[config.mk]
export PLATFORM = sky130hd
export DESIGN_NAME = ex_stage
export DESIGN_NICKNAME = d
export VERILOG_FILES = /design/src/rtl/ex_stage.sv
export SDC_FILE = /design/constraint.sdc
export NUM_CORES = 1
export LEC_CHECK = 0
export ABC_AREA = 0
export BUFFER_PORTS_ARGS = -buffer_cell sky130_fd_sc_hd__buf_2
export CORE_ASPECT_RATIO = 1.4
export CORE_MARGIN = 3
export CORE_UTILIZATION = 45
export CTS_BUF_LIST = sky130_fd_sc_hd__clkbuf_16
export DETAILED_ROUTE_END_ITERATION = 6
export GPL_TIMING_DRIVEN = 0
export MAX_ROUTING_LAYER = met4
export PLACE_DENSITY_LB_ADDON = 0.12
export SLEW_MARGIN = 40
export SYNTH_ARGS = -nofsm -noshare
export SYNTH_HDL_FRONTEND = slang
export SYNTH_SLANG_ARGS = --single-unit
[constraint.sdc]
create_clock -name clk -period 6.24 [get_ports clk]
set_clock_uncertainty 0.05 [all_clocks]
set_input_delay 1.248 -clock clk [delete_from_list [all_inputs] [get_ports clk]]
set_output_delay 1.248 -clock clk [all_outputs]
set_load 0.01 [all_outputs]
[src/rtl/ex_stage.sv]
// Execute stage: operand forwarding, ALU and the EX/MEM pipeline register.
// EMAluOut is both the registered result and the EX/MEM forwarding source.
module ex_stage #(
    parameter int WIDTH = 32,
    parameter int RW    = 5
) (
    input  logic             clk,
    input  logic             rst_n,
    input  logic             stall,
    input  logic             flush,
    input  logic [WIDTH-1:0] IERsData,
    input  logic [WIDTH-1:0] IERtData,
    input  logic [WIDTH-1:0] IEImm,
    input  logic [4:0]       IEShamt,
    input  logic             IEALUSrc,
    input  logic [3:0]       IEALUCtrl,
    input  logic [RW-1:0]    IERd,
    input  logic             IERegw,
    input  logic             IEMemR,
    input  logic             IEMemW,
    input  logic             IEMemToReg,
    input  logic [1:0]       ForwardA,
    input  logic [1:0]       ForwardB,
    input  logic [WIDTH-1:0] MWData,
    output logic [WIDTH-1:0] EMAluOut,
    output logic [WIDTH-1:0] EMStoreData,
    output logic [RW-1:0]    EMRd,
    output logic             EMRegw,
    output logic             EMMemR,
    output logic             EMMemW,
    output logic             EMMemToReg,
    output logic             EMZero
);

    typedef enum logic [3:0] {
        ALU_AND = 4'b0000,
        ALU_OR  = 4'b0001,
        ALU_ADD = 4'b0010,
        ALU_SUB = 4'b0110,
        ALU_SLT = 4'b0111,
        ALU_SLL = 4'b1000,
        ALU_SRL = 4'b1001,
        ALU_SRA = 4'b1010,
        ALU_NOR = 4'b1100,
        ALU_LUI = 4'b1101
    } alu_op_e;

    typedef enum logic [1:0] {
        FWD_IDEX  = 2'd0,
        FWD_MEMWB = 2'd1,
        FWD_EXMEM = 2'd2
    } fwd_sel_e;

    logic [WIDTH-1:0] fa;
    logic [WIDTH-1:0] fb;
    logic [WIDTH-1:0] op_b;
    logic [WIDTH-1:0] alu_res;

    // Select 3 is reserved and falls back to the ID/EX value.
    always_comb begin
        // NOTE: every always_comb output gets a default first so no path can infer a latch.
        fa = IERsData;
        case (ForwardA)
            FWD_MEMWB: fa = MWData;
            FWD_EXMEM: fa = EMAluOut;
            default:   fa = IERsData;
        endcase
    end

    always_comb begin
        fb = IERtData;
        case (ForwardB)
            FWD_MEMWB: fb = MWData;
            FWD_EXMEM: fb = EMAluOut;
            default:   fb = IERtData;
        endcase
    end

    assign op_b = IEALUSrc ? IEImm : fb;

    always_comb begin
        alu_res = '0;
        case (alu_op_e'(IEALUCtrl))
            ALU_AND: alu_res = fa & op_b;
            ALU_OR:  alu_res = fa | op_b;
            ALU_ADD: alu_res = fa + op_b;
            ALU_SUB: alu_res = fa - op_b;
            ALU_SLT: alu_res = {{(WIDTH-1){1'b0}}, ($signed(fa) < $signed(op_b))};
            ALU_SLL: alu_res = op_b << IEShamt;
            ALU_SRL: alu_res = op_b >> IEShamt;
            ALU_SRA: alu_res = $signed(op_b) >>> IEShamt;
            ALU_NOR: alu_res = ~(fa | op_b);
            ALU_LUI: alu_res = op_b << 16;
            default: alu_res = '0;
        endcase
    end

    // Priority: reset > flush > stall > load.
    always_ff @(posedge clk or negedge rst_n) begin
        // NOTE: sequential state uses non-blocking assignments so all fields update together.
        if (!rst_n) begin
            EMAluOut    <= '0;
            EMStoreData <= '0;
            EMRd        <= '0;
            EMRegw      <= 1'b0;
            EMMemR      <= 1'b0;
            EMMemW      <= 1'b0;
            EMMemToReg  <= 1'b0;
            EMZero      <= 1'b0;
        end else if (flush) begin
            EMAluOut    <= '0;
            EMStoreData <= '0;
            EMRd        <= '0;
            EMRegw      <= 1'b0;
            EMMemR      <= 1'b0;
            EMMemW      <= 1'b0;
            EMMemToReg  <= 1'b0;
            EMZero      <= 1'b0;
        end else if (!stall) begin
            EMAluOut    <= alu_res;
            EMStoreData <= fb;
            EMRd        <= IERd;
            EMRegw      <= IERegw;
            EMMemR      <= IEMemR;
            EMMemW      <= IEMemW;
            EMMemToReg  <= IEMemToReg;
            EMZero      <= (alu_res == '0);
        end
    end

endmodule

==> metrics.md, run 1 <==
| Metric | Value |
|---|---|
| Outcome | `stopped before the end` |
| Failing step | `global routing (5_1_grt)` |
| Err | `[ERROR GRT-0116] Global routing finished with congestion. Check the congestion regions in the DRC Viewer.` |
| EDFF count, synth | `0` |
| Most used DFF post-synth | `dfrtp_1` |
| Buffers on Ports | `223` |
| HPWL Detailed | `between 90 and 100 mm` |
| Chip width | `164 um` |
| Largest net degree at the start of global routing | `63` |
| # clock sinks | `between 70 and 80` |
| First-pass GRT wire length | `~180 mm` |
| Std-Cell Rows | `80` |
| Post-synth ARST share | `100%` |
| Placed instance area | `roughly 18000 sq um` |
| Dpl ws | `-2470 ps` |
| Total grt overflow | `approximately 140` |
| Placed cell count | `between 2000 and 3000` |
| Gate Count Post-Synth | `between 2000 and 2500` |
| Starting density of the core | `a little under half` |
| Post-synthesis cell type count | `95` |
| Die Span Y | `about 230 um` |
| CTS buffer count | `9` |
| Yosys Warn Count | `0` |
| Mapped cell area | `about 16000 sq um` |
| Average cell area after synthesis | `7.01 sq um` |
| H-tree depth | `3` |
| Num ports | `229` |
| Yosys top cell area share | `about an eighth` |
| Yosys top cell by area | `dfrtp_1` |
| Vias in the first global route | `around 24000` |
| Ranking of synthesized cells by area | `dfrtp_1 12%, ha_1 7.9%, nor2_1 6.4%` |
| Root Driver | `clkbuf_16` |
| Sequential cell area fraction in the yosys report | `between 10% and 20%` |
| Yosys reg bits | `74` |
| Syn Nets | `between 2000 and 3000` |
| Gpl congestion | `roughly 1.3` |
| CTS Buffer Depth | `2` |
| Tot GR Track Use | `between 60% and 70%` |
per-layer routing:
metal  overflow  GRT usage [%]
met5          -              -
met1          0           66.7
met4         46           64.9
met2         95           87.9
met3          1           42.9
stage by stage:
step / hold slack, ps / TNS, ps
4_1_cts: 472 / 0
3_5_place_dp: 455 / -41430
3_3_place_gp: 449 / -52260
2_1_floorplan: 501 / 0
cell usage after synthesis (all sizes together) (27+ instances only):
cell type / instances
nor2: 269
nand2: 192
a21oi: 161
o21ai: 145
clkbuf: 129
inv: 112
ha: 100
nor3: 90
mux2i: 80
a22oi: 78
dfrtp: 74
buf: 61
a221oi: 51
o22ai: 48
nor2b: 42
nand3: 41
o31ai: 36
a211oi: 30
o211ai: 30
o221ai: 28
a31oi: 27
logic make-up after synthesis:
family	count (synthesis)	share of synthesized area, %
AO/OA/AOI/OAI	843	37.8
AND/OR/NAND/NOR	789	23.6
buffers and inverters	304	8.04
multiplexers	120	9.66
adder cells (fa/ha/maj)	102	8.19
flip-flops	74	11.8
XOR/XNOR	16	0.889
repair_timing:
action / 4_1_cts
gates cloned: 1
hold buffers: 0
resized for setup: 192
setup buffers: 44
setup endpoints to repair: 28
pin swaps: 36
==> inputs of run 2 (changes only) <==
==> config.mk (replaced) <==
export PLATFORM = sky130hd
export DESIGN_NAME = ex_stage
export DESIGN_NICKNAME = d
export VERILOG_FILES = /design/src/rtl/ex_stage.sv
export SDC_FILE = /design/constraint.sdc
export NUM_CORES = 1
export LEC_CHECK = 0
export ABC_AREA = 0
export BUFFER_PORTS_ARGS = -buffer_cell sky130_fd_sc_hd__buf_2
export CORE_MARGIN = 3
export CORE_UTILIZATION = 30
export DETAILED_ROUTE_END_ITERATION = 6
export GPL_TIMING_DRIVEN = 0
export PLACE_DENSITY_LB_ADDON = 0.15
export SLEW_MARGIN = 40
export SYNTH_ARGS = -nofsm -noshare
export SYNTH_HDL_FRONTEND = slang
export SYNTH_SLANG_ARGS = --single-unit
==> run 2 against run 1 <==
  * The flow now finishes, with violations (setup timing)
  * Synthesized cell count unchanged
  * Synthesized area unchanged
==> metrics.md, run 2 <==
| Metric | Value |
|---|---|
| Buffers on Ports | `223 (unchanged)` |
| DRC Markers | `0` |
| Lkg Pwr | `between 8 and 9 nW` |
| Initial DRT Pass Iterations | `6` |
| Gpl congestion | `1.10 (was 1.30)` |
| Outcome | `finished with violations (was stopped before the end)` |
| Cell family with most CP delay | `compound AO/OA/AOI/OAI gates` |
| # clock sinks | `74 (unchanged)` |
| Post-route cell area | `20800 sq um` |
| Worst Reg-to-Reg Cells | `18` |
| Clock transition at path regs | `roughly 70 ps` |
| Synth Area in Simple Gates | `23.6% (unchanged)` |
| Num ports | `229 (unchanged)` |
| Clock share of power | `between 10% and 20%` |
| Placed cell count | `3164 (was 2930)` |
| Post-Synth Adder-Cell Area | `8.19% (unchanged)` |
| Largest net degree at the start of global routing | `between 50 and 60` |
| Post-synthesis cell type count | `95 (unchanged)` |
| Met2 Use GR | `60.9%` |
| Multi-input logic area | `14100 sq um` |
| Total grt overflow | `0` |
| Syn Nets | `2505 (unchanged)` |
| CTS tree | `done` |
| Multiplexer area fraction after synthesis | `9.66% (unchanged)` |
| Setup ws final | `-89.1 ps` |
| Worst-path cell chain | `buf_8 -> ha_4 -> bufbuf_16 -> buf_4 -> a221oi_2 -> o32ai_1 -> o21ai_0 -> o221ai_2 -> a221oi_1 -> nand4_1 -> or3_1 -> o21ai_0 -> nand4b_1 -> nor4_2 -> a32o_2` |
| Clock latency on the worst-skew pair | `between 300 and 400 ps` |
| Hold Path Class | `flip-flop to flip-flop` |
| Yosys top cell by area | `dfrtp_1 (unchanged)` |
| Net switching power | `2.18 mW` |
| Compound-Gate Fraction of Synth Area | `37.8% (unchanged)` |
| WHS Path Cells | `2` |
| Sequential cell area fraction in the yosys report | `11.8% (unchanged)` |
| Initial DRC count | `around 3800` |
| Std-Cell Rows | `83 (was 80)` |
| Most frequent CP cell | `o21ai_0` |
| Yosys Warn Count | `0 (unchanged)` |
| Core area | `51600 sq um` |
| Max-cap violations | `0` |
| Worst slew margin | `around 33%` |
| Die area | `between 50000 and 60000 sq um` |
| Yosys reg bits | `74 (unchanged)` |
| Synth Area in XOR/XNOR | `0.889% (unchanged)` |
| Crit Path Max Fanout | `8` |
| Unrepaired setup endpoints after global routing | `true` |
| Root Driver | `clkbuf_16 (unchanged)` |
| Max VDD drop | `0.159 mV` |
| Critical path's largest stage delay | `roughly 950 ps` |
| Yosys top cell area share | `11.8% (unchanged)` |
| GRT met1 Usage | `59.3%` |
| EDFF count, synth | `0 (unchanged)` |
| Placed instance area | `18100 sq um (was 17800 sq um)` |
| Int Power | `around 1.8 mW` |
| Fmax | `approximately 0.16 GHz` |
| CP bufs+invs | `3` |
| Grt met3 use | `about an eighth` |
| Most frequent cells in the layout | `262 x nor2_1, 241 x buf_2, 189 x nand2_1` |
| Post-route ant nets | `0` |
| CP max-delay cell | `a221oi_1` |
| Worst Tran Pin Value | `approximately 1000 ps` |
| WL per Instance | `just under 40 um` |
| Reg power frac | `14.6%` |
| Initial antenna violation count | `3` |
| Pwr/cell area | `191 nW/um^2` |
| Starting density of the core | `30.5% (was 45.9%)` |
| CP Capture Type | `flip-flop` |
| Layout Utilization | `40.2%` |
| Mapped cell area | `15800 sq um (unchanged)` |
| Commonest non-fill, non-tap cell in the layout | `nor2_1` |
| Vias in the first global route | `20900` |
| Share of cells above drive strength 1 | `between 20% and 30%` |
| Failing checks | `setup timing` |
| Final hold violations | `0` |
| Period utilization | `101%` |
| Area growth from synthesis to layout | `31.8%` |
| Setup violators final | `1` |
| Sw frac | `a little under three fifths` |
| CTS buffer count | `9 (unchanged)` |
| First-pass GRT wire length | `approximately 170 mm` |
| Total wire length | `128 mm` |
| Die Span Y | `235 um (was 227 um)` |
| CP Data Required Time | `about 6500 ps` |
| Crit path DAT | `6580 ps` |
| Most frequent cells after synthesis | `269 x nor2_1, 192 x nand2_1, 160 x a21oi_1 (unchanged)` |
| Worst path depth | `15` |
| DR vias/cell | `roughly 7` |
| Average cell area after synthesis | `7.01 sq um (unchanged)` |
| # nets final | `between 2000 and 3000` |
| Final Critical Period | `roughly 6300 ps` |
| Critical path type | `input pin to flip-flop` |
| H-tree depth | `3 (unchanged)` |
| Combinational Power Share | `70.9%` |
| Most used DFF post-synth | `dfrtp_1 (unchanged)` |
| Filler Cells Inserted | `about 5500` |
| Finished Layout Cells | `~3300` |
| Main combinational cell family by area after synthesis | `compound AO/OA/AOI/OAI gates (unchanged)` |
| Most frequent cell after synthesis | `nor2_1 (unchanged)` |
| Ranking of synthesized cells by area | `dfrtp_1 12%, ha_1 7.9%, nor2_1 6.4% (unchanged)` |
| Setup crit start kind | `input pin` |
| Via Count | `about 23000` |
| Tot GR Track Use | `roughly 44%` |
| Regs by FF count | `EMAluOut x32, EMStoreData x32, EMRd x5` |
| HPWL Detailed | `104 mm (was 90.2 mm)` |
| FF/Latch Area | `~1900 sq um` |
| Chip width | `235 um (was 164 um)` |
| CTS Buffer Depth | `2 (unchanged)` |
| Post-synth ARST share | `100% (unchanged)` |
| Final Max Tran Viols | `0` |
| Most crowded layer after global routing | `met2` |
| Gate Count Post-Synth | `2248 (unchanged)` |
run 2: cell counts after synthesis:
No cell type changed its count.
run 2: worst min-delay path: stages (launching register included):
cell,delay [ps]
dfrtp_1,340
mux2i_1,70
nor2_1,80
run 2: timing repair:
action                                  in CTS  in global routing
hold buffers                                 0                  0
endpoints found under the hold margin        0                  0
resized for setup                          226                130
pin swaps                                   36                 59
setup buffers                               51                 36
endpoints found under the setup margin      33                  4
gates cloned                                 2                  1
run 2: layout make-up:
| cell class | count | share of cell area [%] |
|---|---|---|
| plain buffers | 185 | 5.37 |
| clock inverters | 7 | 0.404 |
| diodes | 1 | 0.0120 |
| multi-input cells | 1870 | 67.9 |
| repair buffers | 325 | 10.0 |
| flip-flops and latches | 74 | 8.92 |
| inverters | 114 | 2.11 |
| clock buffers | 9 | 1.08 |
| well taps | 680 | 4.10 |
run 2: power by group through the flow:
| stage | sequential [mW] | clock (mW) | combinational, mW |
|---|---|---|---|
| CTS | 0.574 | 0.574 | 2.53 |
| global placement | 0.580 | 0 | 2.23 |
| detailed placement | 0.581 | 0 | 2.26 |
| floorplan | 0.569 | 0 | 1.25 |
| global route | 0.579 | 0.590 | 2.87 |
| finish | 0.580 | 0.572 | 2.81 |
run 2: path summary, 6_finish.rpt:
kind | slack (ps) | endpoint | start
min in group asynchronous | 670 | EMStoreData[12]$_DFFE_PN0P_ | rst_n
min | 480 | EMMemToReg$_DFFE_PN0P_ | EMMemToReg$_DFFE_PN0P_
max | -90 | EMZero$_DFFE_PN0P_ | ForwardB[1]
max reg2reg | 840 | EMZero$_DFFE_PN0P_ | EMAluOut[0]$_DFFE_PN0P_
max in group asynchronous | 4890 | EMAluOut[25]$_DFFE_PN0P_ | rst_n
min reg2reg | 480 | EMMemToReg$_DFFE_PN0P_ | EMMemToReg$_DFFE_PN0P_
run 2: metal layers:
layer | vias up | wire length [um] | part of all wire [%]
met5 | - | 24 | 0.019
met4 | 4 | 9460 | 7.4
met3 | 418 | 16900 | 13
met2 | 1906 | 50500 | 39
met1 | 11200 | 51100 | 40
li1 | 9222 | - | -
run 2: logic make-up after synthesis:
family          count (synthesis)
buf+inv                       304
simple gates                  789
fa+ha+maj                     102
compound gates                843
mux                           120
xor+xnor                       16
flops                          74
run 2: metrics by stage:
step                      power (mW)  setup TNS, ps  setup WS (ps)  hold WS [ps]
after floorplan                 1.82              0            189           501
after global placement          2.81         -57990          -3560           450
after detailed placement        2.84         -50950          -2690           458
after CTS                       3.68              0          0.174           482
after global routing            4.04          -99.9          -99.9           499
final                           3.96          -89.1          -89.1           481
No activity file was read; power rests on OpenSTA's default activity.
